File: src/rtl/dac_seq_pkg.sv
// Shared types and constants for the DAC waveform sequencer.
package dac_seq_pkg;

    typedef enum logic [1:0] {
        MODE_HOLD   = 2'd0,
        MODE_SAW    = 2'd1,
        MODE_TRI    = 2'd2,
        MODE_SQUARE = 2'd3
    } mode_t;

    typedef enum logic [2:0] {
        ST_HOLD,
        ST_SAW,
        ST_TRI_UP,
        ST_TRI_DN,
        ST_SQ_HI,
        ST_SQ_LO
    } state_t;

    localparam logic [1:0] ADDR_MODE  = 2'd0;
    localparam logic [1:0] ADDR_DIV   = 2'd1;
    localparam logic [1:0] ADDR_STEP  = 2'd2;
    localparam logic [1:0] ADDR_LEVEL = 2'd3;

    localparam logic [7:0] STEP_RST  = 8'h01;
    localparam logic [7:0] LEVEL_RST = 8'h80;

    // State entered when a MODE write restarts the sequence.
    function automatic state_t entry_state(input mode_t m);
        state_t s;
        case (m)
            MODE_HOLD:   s = ST_HOLD;
            MODE_SAW:    s = ST_SAW;
            MODE_TRI:    s = ST_TRI_UP;
            MODE_SQUARE: s = ST_SQ_LO;
            default:     s = ST_HOLD;
        endcase
        return s;
    endfunction

endpackage

File: src/rtl/dac_seq_prescaler.sv
// Update-rate prescaler: counts 0..div_i and emits a tick on the terminal count.
module dac_seq_prescaler
    import dac_seq_pkg::*;
#(
    parameter int unsigned DIV_W = 8
) (
    input  logic             clk,
    input  logic             reset,
    input  logic             clear_i,
    input  logic             en_i,
    input  logic [DIV_W-1:0] div_i,
    output logic             tick_o
);

    logic [DIV_W-1:0] cnt_q;
    logic [DIV_W-1:0] cnt_d;
    logic             at_term;

    assign at_term = (cnt_q == div_i);
    assign tick_o  = en_i & ~clear_i & at_term;

    // Next count: clear wins, otherwise advance and wrap at the terminal count.
    always_comb begin
        cnt_d = cnt_q;
        if (clear_i) begin
            cnt_d = '0;
        end else if (en_i) begin
            cnt_d = at_term ? '0 : cnt_q + 1'b1;
        end
    end

    // Count register with synchronous reset.
    always_ff @(posedge clk) begin
        if (reset) begin
            cnt_q <= '0;
        end else begin
            cnt_q <= cnt_d;
        end
    end

endmodule

File: src/rtl/dac_wave_sequencer.sv
// DAC code sequencer: config registers with valid/ready write port,
// prescaled update tick and the waveform state machine.
module dac_wave_sequencer
    import dac_seq_pkg::*;
#(
    parameter int unsigned CODE_W = 8,
    parameter int unsigned DIV_W  = 8
) (
    input  logic              clk,
    input  logic              reset,
    input  logic              enable,
    input  logic              cfg_valid,
    output logic              cfg_ready,
    input  logic [1:0]        cfg_addr,
    input  logic [7:0]        cfg_data,
    output logic [CODE_W-1:0] dac_code,
    output logic              dac_update,
    output logic              running
);

    logic              run_q,     run_d;
    logic [DIV_W-1:0]  div_q,     div_d;
    logic [CODE_W-1:0] step_q,    step_d;
    logic [CODE_W-1:0] level_q,   level_d;
    logic [CODE_W-1:0] code_q,    code_d;
    logic              update_q,  update_d;
    logic              ready_q,   ready_d;
    state_t            state_q,   state_d;

    logic              xfer;
    logic              pre_clear;
    logic              pre_tick;
    logic              tick;
    logic [CODE_W:0]   sum;
    mode_t             wr_mode;

    assign xfer      = cfg_valid & ready_q;
    assign wr_mode   = mode_t'(cfg_data[1:0]);
    // MODE and DIV writes restart the prescaler; run=0 keeps it parked at zero.
    assign pre_clear = ~run_q |
                       (xfer & ((cfg_addr == ADDR_MODE) | (cfg_addr == ADDR_DIV)));
    // A config transfer in the tick cycle takes priority and swallows the tick.
    assign tick      = pre_tick & ~xfer;
    assign sum       = {1'b0, code_q} + {1'b0, step_q};

    dac_seq_prescaler #(
        .DIV_W (DIV_W)
    ) u_prescaler (
        .clk     (clk),
        .reset   (reset),
        .clear_i (pre_clear),
        .en_i    (run_q & enable),
        .div_i   (div_q),
        .tick_o  (pre_tick)
    );

    // Next-state: config write first, otherwise advance the waveform on a tick.
    always_comb begin
        run_d   = run_q;
        div_d   = div_q;
        step_d  = step_q;
        level_d = level_q;
        state_d = state_q;
        code_d  = code_q;
        ready_d = ~xfer;
        if (xfer) begin
            case (cfg_addr)
                ADDR_MODE: begin
                    run_d   = cfg_data[2];
                    state_d = entry_state(wr_mode);
                    code_d  = (wr_mode == MODE_HOLD) ? level_q : '0;
                end
                ADDR_DIV:   div_d   = DIV_W'(cfg_data);
                ADDR_STEP:  step_d  = CODE_W'(cfg_data);
                ADDR_LEVEL: level_d = CODE_W'(cfg_data);
                default: ;
            endcase
        end else if (tick) begin
            case (state_q)
                ST_HOLD: code_d = level_q;
                ST_SAW:  code_d = sum[CODE_W-1:0];
                ST_TRI_UP: begin
                    if (sum[CODE_W]) begin
                        code_d  = '1;
                        state_d = ST_TRI_DN;
                    end else begin
                        code_d = sum[CODE_W-1:0];
                    end
                end
                ST_TRI_DN: begin
                    if (code_q < step_q) begin
                        code_d  = '0;
                        state_d = ST_TRI_UP;
                    end else begin
                        code_d = code_q - step_q;
                    end
                end
                ST_SQ_HI: begin
                    code_d  = '0;
                    state_d = ST_SQ_LO;
                end
                ST_SQ_LO: begin
                    code_d  = level_q;
                    state_d = ST_SQ_HI;
                end
                default: state_d = ST_HOLD;
            endcase
        end
        update_d = (code_d != code_q);
    end

    // Registers and FSM state with synchronous reset.
    always_ff @(posedge clk) begin
        if (reset) begin
            run_q    <= 1'b0;
            div_q    <= '0;
            step_q   <= CODE_W'(STEP_RST);
            level_q  <= CODE_W'(LEVEL_RST);
            code_q   <= '0;
            update_q <= 1'b0;
            ready_q  <= 1'b1;
            state_q  <= ST_HOLD;
        end else begin
            run_q    <= run_d;
            div_q    <= div_d;
            step_q   <= step_d;
            level_q  <= level_d;
            code_q   <= code_d;
            update_q <= update_d;
            ready_q  <= ready_d;
            state_q  <= state_d;
        end
    end

    assign cfg_ready  = ready_q;
    assign dac_code   = code_q;
    assign dac_update = update_q;
    assign running    = run_q & enable;

endmodule

File: config.mk
export PLATFORM = sky130hd
export DESIGN_NAME = dac_wave_sequencer
export DESIGN_NICKNAME = d
export VERILOG_FILES = /design/src/rtl/dac_seq_pkg.sv /design/src/rtl/dac_seq_prescaler.sv /design/src/rtl/dac_wave_sequencer.sv
export SDC_FILE = /design/constraint.sdc
export NUM_CORES = 1
export LEC_CHECK = 0
export CORE_ASPECT_RATIO = 0.75
export CORE_UTILIZATION = 35
export DETAILED_ROUTE_END_ITERATION = 8
export GPL_TIMING_DRIVEN = 0
export SYNTH_ARGS = -nofsm -noshare
export SYNTH_HDL_FRONTEND = slang
export SYNTH_SLANG_ARGS = --single-unit
File: constraint.sdc
create_clock -name clk -period 3.3 [get_ports clk]
set_input_delay 0.66 -clock clk [delete_from_list [all_inputs] [get_ports clk]]
set_output_delay 0.66 -clock clk [all_outputs]
set_load 0.02 [all_outputs]
==> run metrics <==
run status finished, violations left; failing checks DRC; Ant. Diodes 0; TritonCTS clock tree yes; port buffer count 23; Clock Tree Buf Depth 2; area delta synth->final 16.6%; DRT Pass-1 Iters 7; H-tree levels 2; Filler cells ~940; Syn. warnings 0; DRT antenna net count 0; Starting Density a little over a third; Hold Crit Class register to register; FF+latch count, synth 46; mapped cell area about 3300 µm²; fraction of layout instances using a drive strength above 1 under 10%; Leakage around 1.4 nW; DR iter-0 viols ~270; clock sink count 46; clk slew on worst S/H paths around 60 ps; worst hold path startpoint div_q[3]; # DRC 1; CP Launch Type input pin; Root Driver clkbuf_16; CP Class input pin to register; post-synthesis async set-or-reset flop share 0%; worst reg2reg endpoint dac_update; Row Count 30; DP HPWL approximately 7400 µm; Primary FF master, synth dfxtp_1; Worst Hold Path EP div_q[3]; worst vdd ir roughly 200 µV; hold slack approximately 470 ps; vias approximately 3,200; Hold Fails Final Rpt 0; Synth top area share between 20 and 30%; Worst-Skew Late Latency 280 ps; clock group share of total power ~36%; WL final about 9300 µm; Reg2Reg Depth 11; most common cell in the netlist nand2_1; global-route wire length before repair around 15,000 µm; core box area just over 9000 µm²; total track usage 19.5%; switch share between 20% and 30%; RR Startpoint dac_code[3]; critical path arrival 3330 ps; max-slew violation count 0; CP top delay family simple AND/OR/NAND/NOR gates; P per Cell Area about 360 nW/µm²; initial antenna violation count 0; Sequential Power Share 43.3%; Mapped Cells 422; main area contributors after synthesis dfxtp_1 (28%), nand2_1 (8.4%), a21oi_1 (7.1%); WL per Instance approximately 16 µm; Final Net Count 486; Die Ht 85.6 µm; grt ovf 0; Hold Crit Depth 2; Worst path slowest cell nor3_1; total die area between 9000 and 10,000 µm²; Crit Path Max Fanout 10; number of synthesized flops with an enable pin 0; vias in the first global route 2,678; CP required around 3400 ps; dpl cell area about 3700 µm²; Yosys cell types 64; Comb pwr share a little over 20%; commonest cells in the synthesized netlist nand2_1 (73), a21oi_1 (46), dfxtp_1 (46); CP cell instances clkdlybuf4s50_1, nand2_1, nor3_1, a22o_1, o32ai_1, o31ai_1, a41oi_1; Final min period 3200 ps; Net Switching between 0.3 and 0.4 mW; max_cap viols 0; Die Wd between 100 and 150 µm; CP Capture Type register; final setup fails 0; R2R Setup Slk approximately 170 ps; Buf/Inv on CP 1; final worst clock skew roughly 4.2 ps; Final GP Congestion between 0.8 and 0.9; Internal Power around 1.0 mW; Worst Tran Pin Value about 1400 ps; Critical Path Max Stage Delay 1040 ps; sequential share of the synthesized area between 20 and 30%; Num CTS Buffers 5; cts hold-fix bufs 0; syn_nets about 460; leading area contributor after synthesis dfxtp_1; fin crit share between 90 and 100%; post-route cell area around 3800 µm²; largest net degree at the start of global routing 14; synthesized area per cell slightly below 8 µm²; Vias/cell ~5.5; I/O pin count 25; FMAX roughly 310 MHz; Rel. slew slack 8.63%; RSZ-0062 raised after global routing no
## flip-flops by register name (all words and copies together) (netlist names)
signal	cells
run_q	1
div_q	8
cfg_ready	1
step_q	8
dac_update	1
level_q	8
u_prescaler.cnt_q	8
state_q	3
dac_code	8
## worst register-to-register path, cell delays in order (launching register included)
cell and delay (ps):
dfxtp_1 510, ha_1 300, buf_6 140, nor2b_4 120
a2111o_1 470, nand2_1 120, xor2_1 250, o21ai_0 140
a211oi_2 300, nor3_1 100, o31ai_1 340, a41oi_1 200
## layer usage
metal / routed length [µm] / up-vias / part of all wire (%) / track usage, %
met5: 0 / - / 0 / 0
met4: 44 / 0 / 0.47 / 2.51
met3: 583 / 4 / 6.3 / 3.53
met2: 3570 / 112 / 38 / 25.4
met1: 5110 / 1501 / 55 / 32.4
li1: - / 1559 / - / -
## kinds of logic (layout without fill, tap and decap cells)
| family | after synthesis | in the layout | share of synthesized area, % |
|---|---|---|---|
| multiplexers | 3 | 3 | 0.921 |
| AND/OR/NAND/NOR | 167 | 167 | 24.5 |
| AO/OA/AOI/OAI | 120 | 120 | 25.1 |
| flip-flops | 46 | 46 | 28.2 |
| adder cells (fa/ha/maj) | 20 | 20 | 8.13 |
| XOR/XNOR | 27 | 27 | 7.25 |
| buffers and inverters | 39 | 70 | 5.87 |
## power groups by stage
stage / Combinational [mW] / Clock, mW / Sequential (mW)
6_report: 0.282 / 0.504 / 0.600
5_1_grt: 0.307 / 0.542 / 0.602
4_1_cts: 0.278 / 0.515 / 0.599
3_5_place_dp: 0.276 / 0 / 0.612
3_3_place_gp: 0.272 / 0 / 0.612
2_1_floorplan: 0.184 / 0 / 0.612
## how the worst max path moves through the flow
| stage | cells after the start | endpoint | start | slack [ps] |
|---|---|---|---|---|
| after floorplan | 13 | dac_update | dac_code[0] | 450 |
| after global placement | 7 | dac_update | cfg_valid | -40 |
| after detailed placement | 7 | dac_update | cfg_valid | -40 |
| after CTS | 13 | dac_update | dac_code[0] | 90 |
| after global routing | 10 | dac_update | dac_code[1] | 60 |
| final | 7 | dac_update | cfg_valid | 100 |
## per-stage QoR
stage               instances  TNS (ps)  power (mW)  util, %  worst slack, ps
detailed placement        573     -43.6       0.887     40.4            -43.6
floorplan                 422         0       0.796        -              448
finish                    581         0        1.39     42.0             99.1
global route              581         0        1.45     42.0             61.3
global placement          573     -38.3       0.884     40.4            -38.3
CTS                       581         0        1.39     42.0             89.5
## final cells by class
cell class              count  area, µm²  share of cell area (%)
repair buffers             23        230                    6.05
clock buffers               7        143                    3.75
well taps                 128        160                    4.21
clock inverters             1       5.00                   0.132
inverters                  19       71.3                    1.88
multi-input cells         337       2150                    56.6
plain buffers              20        120                    3.16
flip-flops and latches     46        922                    24.3
## cells in the final DEF (no fill, tap or decap), types with 6 or more instances in the layout
cell,netlist,layout
inv_1,19,19
a211oi_1,9,9
nand3_1,10,10
nand2b_1,6,6
xor2_1,13,13
nor2_1,33,33
nor3_1,13,13
dfxtp_1,46,45
clkdlybuf4s50_1,0,23
xnor2_1,14,14
a21oi_1,46,46
clkbuf_1,13,14
nand2_1,73,73
ha_1,18,18
o21ai_0,16,16
## timing repair
action                                  CTS  global route
hold endpoints to repair                  0             0
gates resized for setup                   0             2
endpoints found under the setup margin    0             1
buffers inserted                          0             0
No activity file was read; power rests on OpenSTA's default activity.
